File: config.mk
export PLATFORM = sky130hd
export DESIGN_NAME = vga_timing_gen_flat
export DESIGN_NICKNAME = d
export VERILOG_FILES = /design/src/rtl/vga_timing_gen_if.sv /design/src/rtl/vga_timing_gen.sv /design/src/flat_wrapper.sv
export SDC_FILE = /design/constraint.sdc
export NUM_CORES = 1
export LEC_CHECK = 0
export ABC_AREA = 1
export BUFFER_PORTS_ARGS = -buffer_cell sky130_fd_sc_hd__buf_4
export CAP_MARGIN = 20
export CELL_PAD_IN_SITES_DETAIL_PLACEMENT = 2
export CELL_PAD_IN_SITES_GLOBAL_PLACEMENT = 2
export CORE_MARGIN = 1.5
export CORE_UTILIZATION = 34
export CTS_BUF_LIST = sky130_fd_sc_hd__clkbuf_8
export CTS_CLUSTER_SIZE = 14
export DETAILED_ROUTE_END_ITERATION = 6
export PLACE_DENSITY = 0.91
export SYNTH_ARGS = -nofsm -noshare
export SYNTH_HDL_FRONTEND = slang
export SYNTH_SLANG_ARGS = --single-unit
File: constraint.sdc
create_clock -name clk_i -period 3.35 [get_ports clk_i]
set_input_delay 0.67 -clock clk_i [delete_from_list [all_inputs] [get_ports clk_i]]
set_output_delay 0.67 -clock clk_i [all_outputs]
set_load 0.05 [all_outputs]
File: src/rtl/vga_timing_gen_if.sv
// Raster timing bundle between the timing generator and the pixel/frame-buffer
// fetch logic. The generator is the master; consumers attach through the slave modport.
interface vga_timing_gen_if #(
    parameter int H_W = 11,
    parameter int V_W = 10
);
    logic           pix_ce;
    logic           h_sync;
    logic           v_sync;
    logic           rgb_en;
    logic           v_blank;
    logic [H_W-1:0] pix_x;
    logic [V_W-1:0] pix_y;
    logic           line_start;
    logic           frame_start;

    modport master (
        input  pix_ce,
        output h_sync, v_sync, rgb_en, v_blank,
        output pix_x, pix_y, line_start, frame_start
    );

    modport slave (
        output pix_ce,
        input  h_sync, v_sync, rgb_en, v_blank,
        input  pix_x, pix_y, line_start, frame_start
    );
endinterface

File: src/rtl/vga_timing_gen.sv
// Parametrised VGA-style raster timing generator: separate H/V counters with all
// outputs registered and decoded from next-state counts, so they line up with PIX_X/PIX_Y.
module vga_timing_gen #(
    parameter int H_ACTIVE   = 640,
    parameter int H_FP       = 16,
    parameter int H_SYNC_LEN = 96,
    parameter int H_BP       = 48,
    parameter int V_ACTIVE   = 480,
    parameter int V_FP       = 10,
    parameter int V_SYNC_LEN = 2,
    parameter int V_BP       = 33,
    parameter bit H_SYNC_POL = 1'b0,
    parameter bit V_SYNC_POL = 1'b0,
    parameter int H_W        = 11,
    parameter int V_W        = 10
) (
    input  logic                clk_i,
    input  logic                rst_i,
    vga_timing_gen_if.master    bus
);
    localparam int H_TOTAL = H_ACTIVE + H_FP + H_SYNC_LEN + H_BP;
    localparam int V_TOTAL = V_ACTIVE + V_FP + V_SYNC_LEN + V_BP;

    localparam logic [H_W-1:0] H_LAST     = H_W'(H_TOTAL - 1);
    localparam logic [H_W-1:0] H_ACT      = H_W'(H_ACTIVE);
    localparam logic [H_W-1:0] H_SYNC_BEG = H_W'(H_ACTIVE + H_FP);
    localparam logic [H_W-1:0] H_SYNC_END = H_W'(H_ACTIVE + H_FP + H_SYNC_LEN);
    localparam logic [V_W-1:0] V_LAST     = V_W'(V_TOTAL - 1);
    localparam logic [V_W-1:0] V_ACT      = V_W'(V_ACTIVE);
    localparam logic [V_W-1:0] V_SYNC_BEG = V_W'(V_ACTIVE + V_FP);
    localparam logic [V_W-1:0] V_SYNC_END = V_W'(V_ACTIVE + V_FP + V_SYNC_LEN);

    logic [H_W-1:0] x_q, x_d;
    logic [V_W-1:0] y_q, y_d;
    logic           h_sync_q, h_sync_d;
    logic           v_sync_q, v_sync_d;
    logic           rgb_en_q, rgb_en_d;
    logic           v_blank_q, v_blank_d;
    logic           line_start_q, line_start_d;
    logic           frame_start_q, frame_start_d;

    // Next-state counters and output decode; with pix_ce low the counts hold so the decode holds too.
    always_comb begin
        x_d = x_q;
        y_d = y_q;
        if (bus.pix_ce) begin
            if (x_q == H_LAST) begin
                x_d = {H_W{1'b0}};
                if (y_q == V_LAST) begin
                    y_d = {V_W{1'b0}};
                end else begin
                    y_d = y_q + V_W'(1);
                end
            end else begin
                x_d = x_q + H_W'(1);
            end
        end else begin
            x_d = x_q;
            y_d = y_q;
        end

        h_sync_d      = ((x_d >= H_SYNC_BEG) && (x_d < H_SYNC_END)) ? H_SYNC_POL : ~H_SYNC_POL;
        v_sync_d      = ((y_d >= V_SYNC_BEG) && (y_d < V_SYNC_END)) ? V_SYNC_POL : ~V_SYNC_POL;
        rgb_en_d      = (x_d < H_ACT) && (y_d < V_ACT);
        v_blank_d     = (y_d >= V_ACT);
        line_start_d  = bus.pix_ce && (x_d == {H_W{1'b0}});
        frame_start_d = line_start_d && (y_d == {V_W{1'b0}});
    end

    // State and output registers; reset parks on the last back-porch pixel of the frame.
    always_ff @(posedge clk_i or posedge rst_i) begin
        if (rst_i) begin
            x_q           <= H_LAST;
            y_q           <= V_LAST;
            h_sync_q      <= ~H_SYNC_POL;
            v_sync_q      <= ~V_SYNC_POL;
            rgb_en_q      <= 1'b0;
            v_blank_q     <= 1'b1;
            line_start_q  <= 1'b0;
            frame_start_q <= 1'b0;
        end else begin
            x_q           <= x_d;
            y_q           <= y_d;
            h_sync_q      <= h_sync_d;
            v_sync_q      <= v_sync_d;
            rgb_en_q      <= rgb_en_d;
            v_blank_q     <= v_blank_d;
            line_start_q  <= line_start_d;
            frame_start_q <= frame_start_d;
        end
    end

    assign bus.pix_x       = x_q;
    assign bus.pix_y       = y_q;
    assign bus.h_sync      = h_sync_q;
    assign bus.v_sync      = v_sync_q;
    assign bus.rgb_en      = rgb_en_q;
    assign bus.v_blank     = v_blank_q;
    assign bus.line_start  = line_start_q;
    assign bus.frame_start = frame_start_q;
endmodule
File: src/flat_wrapper.sv
// flat-port wrapper written by rule: the top's interface ports become plain ports
module vga_timing_gen_flat 
#(
    parameter int H_ACTIVE   = 640,
    parameter int H_FP       = 16,
    parameter int H_SYNC_LEN = 96,
    parameter int H_BP       = 48,
    parameter int V_ACTIVE   = 480,
    parameter int V_FP       = 10,
    parameter int V_SYNC_LEN = 2,
    parameter int V_BP       = 33,
    parameter bit H_SYNC_POL = 1'b0,
    parameter bit V_SYNC_POL = 1'b0,
    parameter int H_W        = 11,
    parameter int V_W        = 10
)
  (clk_i, rst_i, bus_pix_ce, bus_h_sync, bus_v_sync, bus_rgb_en, bus_v_blank, bus_pix_x, bus_pix_y, bus_line_start, bus_frame_start);
  vga_timing_gen_if #(.H_W(H_W), .V_W(V_W)) bus_i ();
  input  logic clk_i;
  input  logic rst_i;
  input wire logic [$bits(bus_i.pix_ce)-1:0] bus_pix_ce;
  output wire logic [$bits(bus_i.h_sync)-1:0] bus_h_sync;
  output wire logic [$bits(bus_i.v_sync)-1:0] bus_v_sync;
  output wire logic [$bits(bus_i.rgb_en)-1:0] bus_rgb_en;
  output wire logic [$bits(bus_i.v_blank)-1:0] bus_v_blank;
  output wire logic [$bits(bus_i.pix_x)-1:0] bus_pix_x;
  output wire logic [$bits(bus_i.pix_y)-1:0] bus_pix_y;
  output wire logic [$bits(bus_i.line_start)-1:0] bus_line_start;
  output wire logic [$bits(bus_i.frame_start)-1:0] bus_frame_start;
  assign bus_i.pix_ce = bus_pix_ce;
  assign bus_h_sync = bus_i.h_sync;
  assign bus_v_sync = bus_i.v_sync;
  assign bus_rgb_en = bus_i.rgb_en;
  assign bus_v_blank = bus_i.v_blank;
  assign bus_pix_x = bus_i.pix_x;
  assign bus_pix_y = bus_i.pix_y;
  assign bus_line_start = bus_i.line_start;
  assign bus_frame_start = bus_i.frame_start;
  vga_timing_gen #(.H_ACTIVE(H_ACTIVE), .H_FP(H_FP), .H_SYNC_LEN(H_SYNC_LEN), .H_BP(H_BP), .V_ACTIVE(V_ACTIVE), .V_FP(V_FP), .V_SYNC_LEN(V_SYNC_LEN), .V_BP(V_BP), .H_SYNC_POL(H_SYNC_POL), .V_SYNC_POL(V_SYNC_POL), .H_W(H_W), .V_W(V_W)) u_core (.clk_i(clk_i), .rst_i(rst_i), .bus(bus_i));
endmodule
Word-level counts from Yosys, hierarchy flattened --
Cells that the tools add are included.
Word-level totals: bits in registers 27, word-level logic and storage cells 33
Cells by class: add/sub/neg operators 2, order comparisons 7, eq/ne operators 2, mux-type cells 7, reduce and logical (&&, ||, !) cells 7
Operators by type and width (number):
- 10-bit two-way mux | 3
- 11-bit by 10-bit less-than comparator with 1-bit output (second input constant) | 2
- 11-bit two-way mux | 2
- 10-bit by 9-bit >= comparator with 1-bit output (second input constant) | 2
- 10-bit by 9-bit less-than comparator with 1-bit output (second input constant) | 2
- 11-bit by 1-bit adder with 11-bit output (second input constant) | 1
- 11-bit by 10-bit == test with 1-bit output (second input constant) | 1
- 11-bit by 10-bit >= comparator with 1-bit output (second input constant) | 1
- 11-bit zero test | 1
- 10-bit by 1-bit adder with 10-bit output (second input constant) | 1
- 10-bit == test (second input constant) | 1
- 10-bit zero test | 1
- 1-bit logical AND | 5
- 1-bit two-way mux | 2

Depth between registers and ports, before layout --
Gate-level depths: netlist of the first run.
word-level depth 7, depth in mapped cells 12

Worst setup path after synthesis of the first run --
No wires, ideal clock.
kind register to register, start point register u_core.x_q[0] (netlist: u_core.bus.pix_x[0]), end point register u_core.v_sync_q (netlist: u_core.bus.v_sync), arrival time 2.004 ns, path slack 1.264 ns, cell stages (with the launch flop) 12, period minus slack after synthesis 2.086 ns, cell sequence dfstp_2 ha_1 nand2_2 nor2_4 nand2_4 nor2_8 nand2_2 o21ai_4 nand2_1 nor2_1 nand3_1 or2_1
On the way: cells in the longest elaborated chain, start to end 6, elaborated cells between the ends (all ways) 7
RTL lines:
- start: declaration | line vga_timing_gen.sv:33 | logic [H_W-1:0] x_q, x_d;
- start signal: assignment | line vga_timing_gen.sv:73 | x_q <= H_LAST;
- start signal: assignment | line vga_timing_gen.sv:82 | x_q <= x_d;
- 11-bit by 10-bit == test with 1-bit output (*) | line vga_timing_gen.sv:47 | if (x_q == H_LAST) begin
- 10-bit two-way mux (*) | line vga_timing_gen.sv:47
- 10-bit two-way mux (*) | line vga_timing_gen.sv:46 | if (bus.pix_ce) begin
- via u_core.y_d[1] | line vga_timing_gen.sv:34 | logic [V_W-1:0] y_q, y_d;
- 10-bit by 9-bit >= comparator with 1-bit output / 10-bit by 9-bit less-than comparator with 1-bit output (equally long branches) | line vga_timing_gen.sv:63 | v_sync_d = ((y_d >= V_SYNC_BEG) && (y_d < V_SYNC_END)) ? V_SYNC_POL : ~V_SYNC_POL;
- 1-bit logical AND (*) | line vga_timing_gen.sv:63
- 1-bit two-way mux (*) | line vga_timing_gen.sv:63
- via u_core.v_sync_d | line vga_timing_gen.sv:36 | logic v_sync_q, v_sync_d;
- end signal: assignment | line vga_timing_gen.sv:76 | v_sync_q <= ~V_SYNC_POL;
- end signal: assignment | line vga_timing_gen.sv:85 | v_sync_q <= v_sync_d;
- end: declaration | line vga_timing_gen.sv:36
The timed path passes the listed nets; every way through them passes the cells marked *.

Final worst setup path of the first run --
start point register u_core.x_q[0] (netlist: u_core.bus.pix_x[0]), end point register u_core.frame_start_q (netlist: u_core.bus.frame_start)
On the way: cells in the longest elaborated chain, start to end 6, elaborated cells between the ends (all ways) 10
RTL lines:
- 11-bit by 1-bit adder with 11-bit output / 11-bit by 10-bit == test with 1-bit output (equally long branches) | line vga_timing_gen.sv:55, vga_timing_gen.sv:47
- 11-bit two-way mux (*) | line vga_timing_gen.sv:47
- 11-bit two-way mux (*) | line vga_timing_gen.sv:46
- via u_core.x_d[4] | line vga_timing_gen.sv:33
- 11-bit zero test (*) | line vga_timing_gen.sv:66 | line_start_d = bus.pix_ce && (x_d == {H_W{1'b0}});
- 1-bit logical AND (*) | line vga_timing_gen.sv:66
- 1-bit logical AND (*) | line vga_timing_gen.sv:67 | frame_start_d = line_start_d && (y_d == {V_W{1'b0}});
- via u_core.frame_start_d | line vga_timing_gen.sv:40 | logic frame_start_q, frame_start_d;
- end signal: assignment | line vga_timing_gen.sv:89 | frame_start_q <= frame_start_d;
- end: declaration | line vga_timing_gen.sv:40
Marked as above.

==> metrics, run 1 <==
CTS tree=built; Worst setup SP type=flip-flop; synth warn=0; placed cell area=between 2000 and 2500 um^2; postcts setup bufs=0; # rows=25; # diodes=0; sequence of cells on the critical path=ha_1 > nand3_2 > o21ai_1 > nand2_1 > nor2_1 > nand2_1 > nor2_1 > nand2_1 > nor2_1 > nand3_1 > nor2_1; Slew @ Worst Pin=331 ps; Post-Layout Cell Count=345; worst skew pair latency=280 ps; fin area=2100 um^2; Syn Inst Count=244; #FFs+latches synth=27; DRT antenna net count=0; Core Region=a little under 5000 um^2; fin crit period=2310 ps; placed cell count=340; data required time of the worst path=3570 ps; Root Driver=clkbuf_8; clock sink count=27; synthesized cell area=between 1500 and 2000 um^2; Crit path buffers/inverters=0; Via-to-Cell Ratio=between 5 and 6; Leak Pwr=between 0.001 and 0.0015 uW; Final Hold Fails=0; WP depth=11; syn avg cell area=7.07 um^2; worst-path fanout max=6; Pre-antenna DRT Iters=4; R2R cell count=11; Max Clk Rate=0.433 GHz; Layout Skew=5.62 ps; Crit. End Element=flip-flop; crit-path leading delay family=simple AND/OR/NAND/NOR gates; routed length per instance=17.7 um; Crit path top cell by count=nor2_1; vias in the first global route=~1.9k; DPL Wire Length=just under 5000 um; I/O pin cnt=30; global-route wire length before repair=slightly below 10000 um; layout cells sized above 1=23.0%; Syn Nets=250; Max Transition Viols Final=0; # resized after CTS=0; status=completed; die width=between 70 and 80 um; synth unique cells=28; Slew HR=about 78%; R2R Path Start=u_core.bus.pix_x[0]; reg-to-reg setup timing slack=roughly 1000 ps; via count=1732; H-Tree Depth=1; RSZ-0062 raised after global routing=no; initial antenna violation count=0; Max VDD drop=247 uV; commonest non-fill, non-tap cell in the layout=nand2_1; Final Setup Violations=0; Initial Util=between 30% and 40%; CP Data Arrival Time=2520 ps; RR Endpoint=u_core.bus.frame_start; # hold bufs at CTS=0; area grow syn2layout=21.7%; Worst-path clk slew=100 ps; Power Total=roughly 1200 uW; First DRT Iteration DRCs=between 90 and 100; critical path class=flip-flop to flip-flop; largest net degree at the start of global routing=25; CTS Buf Count=3; pre-CTS setup slack=1030 ps; final wirelength=6120 um; Max stage delay on crit path=600 ps; commonest cells after routing, fill and taps aside=nand2_1 (70), inv_1 (51), buf_4 (30); post-synth top area cell=dfrtp_1; die outline area=5510 um^2; Hold WC Path Type=input port to async pin; register area share after synthesis=40.1%; Fill cells=approximately 620; Slowest cell on crit path=dfstp_2; Die Y-Extent=approximately 74 um; gpl congestion=0.806; Pwr per Cell Area=575 nW/um^2; drt drc=0; Area contributors post-synth=dfrtp_1 (20%), dfstp_2 (20%), nand2_1 (15%); total grt overflow=0; IO Port Bufs=29; overall global routing resource usage=24.4%; post-synth top area share=20.3%; Nets=285; Max-cap violations=0; Post-Route Setup TNS=0 ps; period utilization=68.9%; setup slack after layout=1040 ps; maximum clock path buffer count=2
## sequential cells by signal, indices dropped and copies added, names as in the netlist
register / cells
u_core.bus.frame_start: 1
u_core.bus.h_sync: 1
u_core.bus.line_start: 1
u_core.bus.pix_x: 11
u_core.bus.pix_y: 10
u_core.bus.rgb_en: 1
u_core.bus.v_blank: 1
u_core.bus.v_sync: 1
## worst reg2reg max path, cell delays in order (launching register included)
cell	delay, ps
dfstp_2	600
ha_1	250
nand3_2	120
o21ai_1	280
nand2_1	210
nor2_1	220
nand2_1	90
nor2_1	110
nand2_1	80
nor2_1	100
nand3_1	80
nor2_1	100
## cells by family (layout without fill, tap and decap cells)
logic type	count (synthesis)	count (layout)	synth area share, %
AND/OR/NAND/NOR	148	148	40.4
AO/OA/AOI/OAI	12	12	4.72
XOR/XNOR	2	2	1.02
adder cells (fa/ha/maj)	3	3	2.18
buffers and inverters	52	86	11.5
flip-flops	27	27	40.1
## layer usage
| metal | wire (um) | vias up | track usage, % |
|---|---|---|---|
| li1 | - | 815 | - |
| met1 | 2880 | 880 | 33.9 |
| met2 | 3000 | 33 | 40.6 |
| met3 | 188 | 4 | 2.71 |
| met4 | 52 | 0 | 6.46 |
| met5 | 0 | - | 0 |
## cell usage after synthesis
| library cell | number |
|---|---|
| nor2_4 | 1 |
| inv_2 | 1 |
| nor3_2 | 1 |
| a21oi_1 | 2 |
| o21ai_1 | 2 |
| o211ai_1 | 1 |
| nor2_8 | 1 |
| o21ai_4 | 1 |
| nor3_1 | 5 |
| ha_1 | 3 |
| nor2_1 | 24 |
| xor2_1 | 2 |
| o21bai_1 | 2 |
| nand2_2 | 3 |
| inv_1 | 50 |
| o21ai_0 | 3 |
| or2_1 | 1 |
| buf_4 | 1 |
| nand2_4 | 1 |
| a22oi_1 | 1 |
| dfstp_2 | 13 |
| dfrtp_1 | 14 |
| nor2_2 | 5 |
| nand2_1 | 70 |
| nand4_1 | 6 |
| nand3b_1 | 3 |
| nand3_2 | 3 |
| nand3_1 | 24 |
## stage by stage
| stage | utilization [%] | hold WS, ps |
|---|---|---|
| 5_1_grt | 43.6 | 344 |
| 6_report | 43.6 | 338 |
| 2_1_floorplan | - | 590 |
| 3_3_place_gp | 42.1 | 477 |
| 4_1_cts | 43.0 | 512 |
| 3_5_place_dp | 42.1 | 498 |
## final cells by class
class | count | area [um^2] | share of cell area (%)
Sequential cell | 27 | 692 | 33.0
Clock buffer | 3 | 41.3 | 1.97
Timing Repair Buffer | 31 | 253 | 12.0
Multi-Input combinational cell | 165 | 833 | 39.7
Inverter | 51 | 191 | 9.12
Clock inverter | 1 | 3.75 | 0.179
Tap cell | 67 | 83.8 | 4.00
## where the power goes
part | total [uW] | internal [uW] | switching (uW)
sequential | 477 | 395 | 81.4
combinational | 536 | 137 | 399
clock | 194 | 82.6 | 112
## how the worst max path moves through the flow
stage	start	end	slack (ps)
2_1_floorplan	u_core.bus.pix_x[0]	u_core.bus.v_sync	1260
3_3_place_gp	bus_pix_ce	u_core.bus.frame_start	1150
3_5_place_dp	bus_pix_ce	u_core.bus.frame_start	1030
4_1_cts	u_core.bus.pix_x[0]	u_core.bus.frame_start	1100
5_1_grt	u_core.bus.pix_x[0]	u_core.bus.frame_start	820
6_report	u_core.bus.pix_x[0]	u_core.bus.frame_start	1040
No activity file was read; power rests on OpenSTA's default activity.
==> inputs of run 2 (changes only) <==
--- a/config.mk
+++ b/config.mk
@@ -11,11 +11,11 @@
 export CELL_PAD_IN_SITES_DETAIL_PLACEMENT = 2
 export CELL_PAD_IN_SITES_GLOBAL_PLACEMENT = 2
 export CORE_MARGIN = 1.5
-export CORE_UTILIZATION = 34
+export CORE_UTILIZATION = 32
 export CTS_BUF_LIST = sky130_fd_sc_hd__clkbuf_8
 export CTS_CLUSTER_SIZE = 14
 export DETAILED_ROUTE_END_ITERATION = 6
-export PLACE_DENSITY = 0.91
+export PLACE_DENSITY = 0.87
 export SYNTH_ARGS = -nofsm -noshare
 export SYNTH_HDL_FRONTEND = slang
 export SYNTH_SLANG_ARGS = --single-unit
==> constraint.sdc (replaced) <==
create_clock -name clk_i -period 2.2 [get_ports clk_i]
set_input_delay 0.44 -clock clk_i [delete_from_list [all_inputs] [get_ports clk_i]]
set_output_delay 0.44 -clock clk_i [all_outputs]
set_load 0.05 [all_outputs]
==> run 2 against run 1 <==
Compared with the run above: setup slack got worse by 940 ps; sequential power increased by 52%; clock skew increased by 0.91 ps; critical path depth unchanged; largest power group unchanged; largest cell class unchanged.
==> metrics, run 2 (synthesis results as in run 1) <==
R2R cell count=11; Pre-antenna DRT Iters=4; via count=1783; Sw Ratio=between 40% and 50%; drt drc=0; placed cell area=2070 um^2; Post-Layout Cell Count=357; die outline area=between 5000 and 6000 um^2; total grt overflow=0; sequence of cells on the critical path=nor2_2 > nand2_1 > nor2_4 > nand2_1 > nor2_1 > nand2_1 > nand3_1 > nand2_1 > nor2_1 > nand3_1 > nor2_2; status=completed; overall global routing resource usage=22.6%; gpl congestion=approximately 0.81; Pwr per Cell Area=869 nW/um^2; reg-to-reg setup timing slack=110 ps; Comb pwr share=46.8%; CTS Buf Count=3; DRT antenna net count=0; Largest register FFs=11; commonest non-fill, non-tap cell in the layout=nand2_1; Max Clk Rate=0.478 GHz; Max VDD drop=384 uV; CP endpoint=u_core.bus.frame_start; final wirelength=6540 um; vias in the first global route=1914; Nets=294; Net Sw Power=940 uW; Crit path top cell by count=nand2_1; CP Data Arrival Time=about 2300 ps; maximum clock path buffer count=2; Layout Skew=between 6 and 7 ps; critical path class=flip-flop to flip-flop; routed length per instance=about 18 um; commonest cells after routing, fill and taps aside=nand2_1 (67), inv_1 (50), buf_4 (40); Slowest cell on crit path=dfrtp_1; initial antenna violation count=0; Final Hold Fails=0; Hold WC Path Type=input port to async pin; CTS tree=built; Slew HR=75.3%; area grow syn2layout=28.4%; placed cell count=349; fin crit period=2090 ps; H-Tree Depth=1; # rows=26; I/O pin cnt=30; Flop pwr share=37.7%; Worst-path clk slew=around 100 ps; R2R Path Start=u_core.bus.pix_x[10]; Clock Power Share=15.5%; worst skew pair latency=290 ps; RR Endpoint=u_core.bus.frame_start; hold slack=217 ps; Worst setup SP type=flip-flop; period utilization=between 90 and 100%; Root Driver=clkbuf_8; Critical Path Start=u_core.bus.pix_x[10]; DPL Wire Length=about 5000 um; Initial Util=33.5%; Leak Pwr=0.00115 uW; Max Transition Viols Final=0; Max stage delay on crit path=approximately 490 ps; Max-cap violations=0; Final Setup Violations=0; Crit. End Element=flip-flop; clock sink count=27; Via-to-Cell Ratio=4.99; die width=76.4 um; # diodes=0; data required time of the worst path=2420 ps; Int Pwr=984 uW; largest net degree at the start of global routing=28; global-route wire length before repair=10200 um; worst-path fanout max=4; Slew @ Worst Pin=368 ps; fin area=between 2000 and 2500 um^2; layout cells sized above 1=28.6%; # hold bufs at CTS=0; Die Y-Extent=76.4 um; IO Port Bufs=29; First DRT Iteration DRCs=just over 100; Core Region=5140 um^2
-- run 2: changes by cell type in the layout (fill, tap and decap cells not counted), moves of 3 or more --
cell	before	now
buf_4	30	40
nand2_1	70	67
nor2_1	24	21
nand2_2	3	6
nor2_4	1	4
-- run 2: how the worst min path moves through the flow --
stage | endpoint | startpoint | depth (start not counted) | slack [ps]
final | u_core.bus.pix_x[5] | rst_i | 3 | 220
after global routing | u_core.bus.pix_x[10] | rst_i | 3 | 250
after CTS | u_core.bus.pix_x[5] | rst_i | 3 | 220
after detailed placement | u_core.bus.pix_x[1] | u_core.bus.pix_x[1] | 2 | 490
after global placement | u_core.bus.pix_x[1] | u_core.bus.pix_x[1] | 2 | 480
after floorplan | u_core.bus.frame_start | rst_i | 1 | 480
-- run 2: power by group through the flow --
stage | logic, uW | clock network [uW] | registers [uW]
2_1_floorplan | 302 | 0 | 956
3_3_place_gp | 798 | 0 | 720
3_5_place_dp | 825 | 0 | 723
4_1_cts | 846 | 306 | 715
5_1_grt | 959 | 315 | 738
6_report | 899 | 299 | 725
-- run 2: worst max-delay path, delay by kind of cell, from the launching register on --
kind / cells / cell delay [ps]
and+or+nand+nor: 11 / 1530
DFF: 1 / 490
-- run 2: through the flow --
stage / setup WS [ps] / utilization [%] / TNS [ps] / power, uW
after CTS: 22.2 / 41.5 / 0 / 1870
after global routing: -32.3 / 43.1 / -54.6 / 2010
after detailed placement: -21.8 / 40.4 / -21.8 / 1550
after global placement: 105 / 40.4 / 0 / 1520
after floorplan: 114 / - / 0 / 1260
final: 107 / 43.1 / 0 / 1920
-- run 2: layout make-up --
class | instances | area [um^2]
fill | 639 | 2930
sequential | 27 | 692
multi-input combinational | 165 | 897
inverter | 51 | 191
tap | 70 | 87.6
timing repair buffer | 40 | 300
clock buffer | 3 | 41.3
clock inverter | 1 | 3.75
-- run 2: repair_timing --
action / 4_1_cts / 5_1_grt
hold endpoints to repair: 0 / 0
setup endpoints to repair: 1 / 4
buffers inserted: 0 / 4
pin swaps: 0 / 1
gates resized for setup: 3 / 12
-- run 2: layer usage --
layer	global-route usage, %	vias to the layer above	share of wire [%]
met5	0	-	0
li1	-	840	-
met2	40.0	25	50
met4	5.56	0	1.0
met1	29.6	913	47
met3	2.04	5	2.0
==> inputs of run 3 (changes only) <==
--- a/config.mk
+++ b/config.mk
@@ -5,17 +5,16 @@
 export SDC_FILE = /design/constraint.sdc
 export NUM_CORES = 1
 export LEC_CHECK = 0
-export ABC_AREA = 1
 export BUFFER_PORTS_ARGS = -buffer_cell sky130_fd_sc_hd__buf_4
 export CAP_MARGIN = 20
 export CELL_PAD_IN_SITES_DETAIL_PLACEMENT = 2
 export CELL_PAD_IN_SITES_GLOBAL_PLACEMENT = 2
 export CORE_MARGIN = 1.5
-export CORE_UTILIZATION = 32
+export CORE_UTILIZATION = 35
 export CTS_BUF_LIST = sky130_fd_sc_hd__clkbuf_8
 export CTS_CLUSTER_SIZE = 14
 export DETAILED_ROUTE_END_ITERATION = 6
-export PLACE_DENSITY = 0.87
+export PLACE_DENSITY = 0.86
 export SYNTH_ARGS = -nofsm -noshare
 export SYNTH_HDL_FRONTEND = slang
 export SYNTH_SLANG_ARGS = --single-unit
==> run 3 against run 2 <==
Compared with the run above: the run now ends with negative setup slack left; synthesized cell count is 22% lower; critical path type unchanged; non-clock buffer count is 50 higher; setup slack worse by 510 ps; combinational power is 6.5% lower; sequential power is 13% lower; register-to-register slack worse by 510 ps; flip-flop and latch count stayed put; count of clock-buffer cells in the layout stayed put; total power is 6.9% lower; largest power group unchanged; worst hold slack better by 17 ps; largest cell class unchanged; highest routed layer unchanged.
==> metrics, run 3 <==
status=complete, but fails checks; failing checks=negative setup slack; routed length per instance=28.1 um; Hold WC Path Type=input port to async pin; Area contributors post-synth=dfrtp_1 (20%), dfstp_2 (20%), nand2_1 (4.3%); worst skew pair latency=290 ps; Die Y-Extent=73.4 um; overall global routing resource usage=32.9%; Post-Layout Cell Count=337; fin crit period=2610 ps; Slowest cell on crit path=dfstp_4; post-synth top area share=between 20% and 30%; maximum clock path buffer count=2; global-route wire length before repair=12700 um; post-synth top area cell=dfrtp_1; Max stage delay on crit path=660 ps; largest net degree at the start of global routing=28; drt drc=0; Via-to-Cell Ratio=5.75; R2R cell count=9; Final Hold Fails=0; top-count cell post-synth=nand2_1; gpl congestion=0.862; Max-cap violations=0; CTS tree=built; fin area=about 2800 um^2; Max Clk Rate=0.384 GHz; Worst setup SP type=flip-flop; Max VDD drop=approximately 390 uV; synth unique cells=between 50 and 60; layout cells sized above 1=54.8%; Final Setup Violations=10; synthesized cell area=1730 um^2; Core Region=4750 um^2; sequence of cells on the critical path=ha_4 > nand3_4 > buf_6 > nor4_4 > buf_4 > and3_4 > xnor2_4 > or3_4 > a2111o_1; via count=just under 2k; vias in the first global route=~2.2k; final wirelength=9460 um; ys async rst share=between 90% and 100%; Max Transition Viols Final=0; die width=73.4 um; #FFs+latches synth=27; Layout Skew=3.61 ps; critical path class=flip-flop to flip-flop; syn avg cell area=9.13 um^2; data required time of the worst path=about 2400 ps; Root Driver=clkbuf_8; Slew HR=between 70% and 80%; register area share after synthesis=between 30% and 40%; Post-synth top cells=nand2_1 (20), dfrtp_1 (14), nor2_1 (14); setup slack after layout=-406 ps; RSZ-0062 raised after global routing=yes; First DRT Iteration DRCs=159; crit-path leading delay family=simple AND/OR/NAND/NOR gates; DRT antenna net count=0; H-Tree Depth=1; commonest cells after routing, fill and taps aside=buf_4 (81), nand2_1 (17), nor2_1 (12); IO Port Bufs=29; Largest register FFs=11; placed cell area=2330 um^2; dominant register cell in the synthesized netlist=dfrtp_1; CP Data Arrival Time=2830 ps; number of flops mapped to enable cells by yosys=0; # diodes=0; synth warn=0; Leak Pwr=roughly 0.0012 uW; Pwr per Cell Area=651 nW/um^2; I/O pin cnt=30; placed cell count=317; pre-CTS setup slack=-379 ps; clock sink count=27; die outline area=5390 um^2; Initial Util=36.5%; Nets=277; # rows=25; Crit. End Element=flip-flop; total grt overflow=0; period utilization=118%; WP depth=9; area grow syn2layout=58.7%; Worst-path clk slew=110 ps; DPL Wire Length=5590 um; Pre-antenna DRT Iters=4; worst-path fanout max=2; Crit path buffers/inverters=2; Slew @ Worst Pin=approximately 370 ps; initial antenna violation count=0; CTS Buf Count=3; Syn Inst Count=190; Syn Nets=196; commonest non-fill, non-tap cell in the layout=buf_4
run 3: cell count changes after synthesis, moves of 4 or more:
cell	before	now
xnor2_1	0	8
o21ai_0	3	13
and3_1	0	4
inv_1	50	10
clkbuf_1	0	8
nor2_1	24	14
nand2_1	70	20
nor2_2	5	0
nand3_1	24	9
run 3: layer usage:
metal,track usage [%],routed length [um],vias to the layer above
li1,-,-,827
met1,35.6,3660,1006
met2,61.6,5070,70
met3,4.53,283,34
met4,17.3,449,0
met5,0,0,-
run 3: layout make-up:
cell class                      instances  area [um^2]
Inverter                               10         37.5
Clock buffer                            3         41.3
Tap cell                               67         83.8
Timing Repair Buffer                   90          718
Fill cell                             482         2000
Multi-Input combinational cell        139         1160
Sequential cell                        27          703
Clock inverter                          1         5.00
run 3: tightest hold or removal path, cell delays in order:
cell	delay [ps]
buf_4	110
inv_1	50
buf_4	340
run 3: what timing repair did:
| item | CTS | global route |
|---|---|---|
| setup endpoints to repair | 6 | 10 |
| pin swaps | 9 | 18 |
| hold buffers | 0 | 0 |
| setup buffers | 7 | 10 |
| gates resized for setup | 14 | 33 |
run 3: cell families (layout without fill, tap and decap cells):
family	after synthesis	in the layout	share of synthesized area (%)
buf+inv	24	104	6.71
mux	1	1	0.577
simple gates	85	85	28.8
compound gates	36	36	13.3
xor+xnor	14	14	8.59
fa+ha+maj	3	3	2.16
flops	27	27	39.9
run 3: power by group:
| group | total, uW | internal, uW | switching [uW] |
|---|---|---|---|
| Clock | 319 | 128 | 191 |
| Combinational | 841 | 321 | 520 |
| Sequential | 630 | 576 | 54.2 |
| Total | 1790 | 1030 | 765 |
run 3: path summary, 6_finish.rpt:
kind / from / endpoint / slack [ps]
setup reg to reg: u_core.bus.pix_x[1] / u_core.bus.v_sync / -410
min in group clk_i: bus_pix_ce / u_core.bus.pix_x[0] / 500
setup / recovery: u_core.bus.pix_x[1] / u_core.bus.v_sync / -410
max in group asynchronous: rst_i / u_core.bus.pix_x[3] / 1650
hold reg to reg: u_core.bus.pix_y[0] / u_core.bus.pix_y[0] / 620
hold / removal: rst_i / u_core.bus.pix_y[7] / 230
run 3: metrics by stage:
step	utilization [%]	power [uW]	setup TNS, ps	hold slack (ps)
final	57.9	1790	-1820	233
after global routing	57.9	1850	-2180	253
after CTS	52.7	1610	-1030	227
after detailed placement	49.0	1290	-1380	553
after global placement	49.0	1230	-547	524
after floorplan	-	1010	-720	483
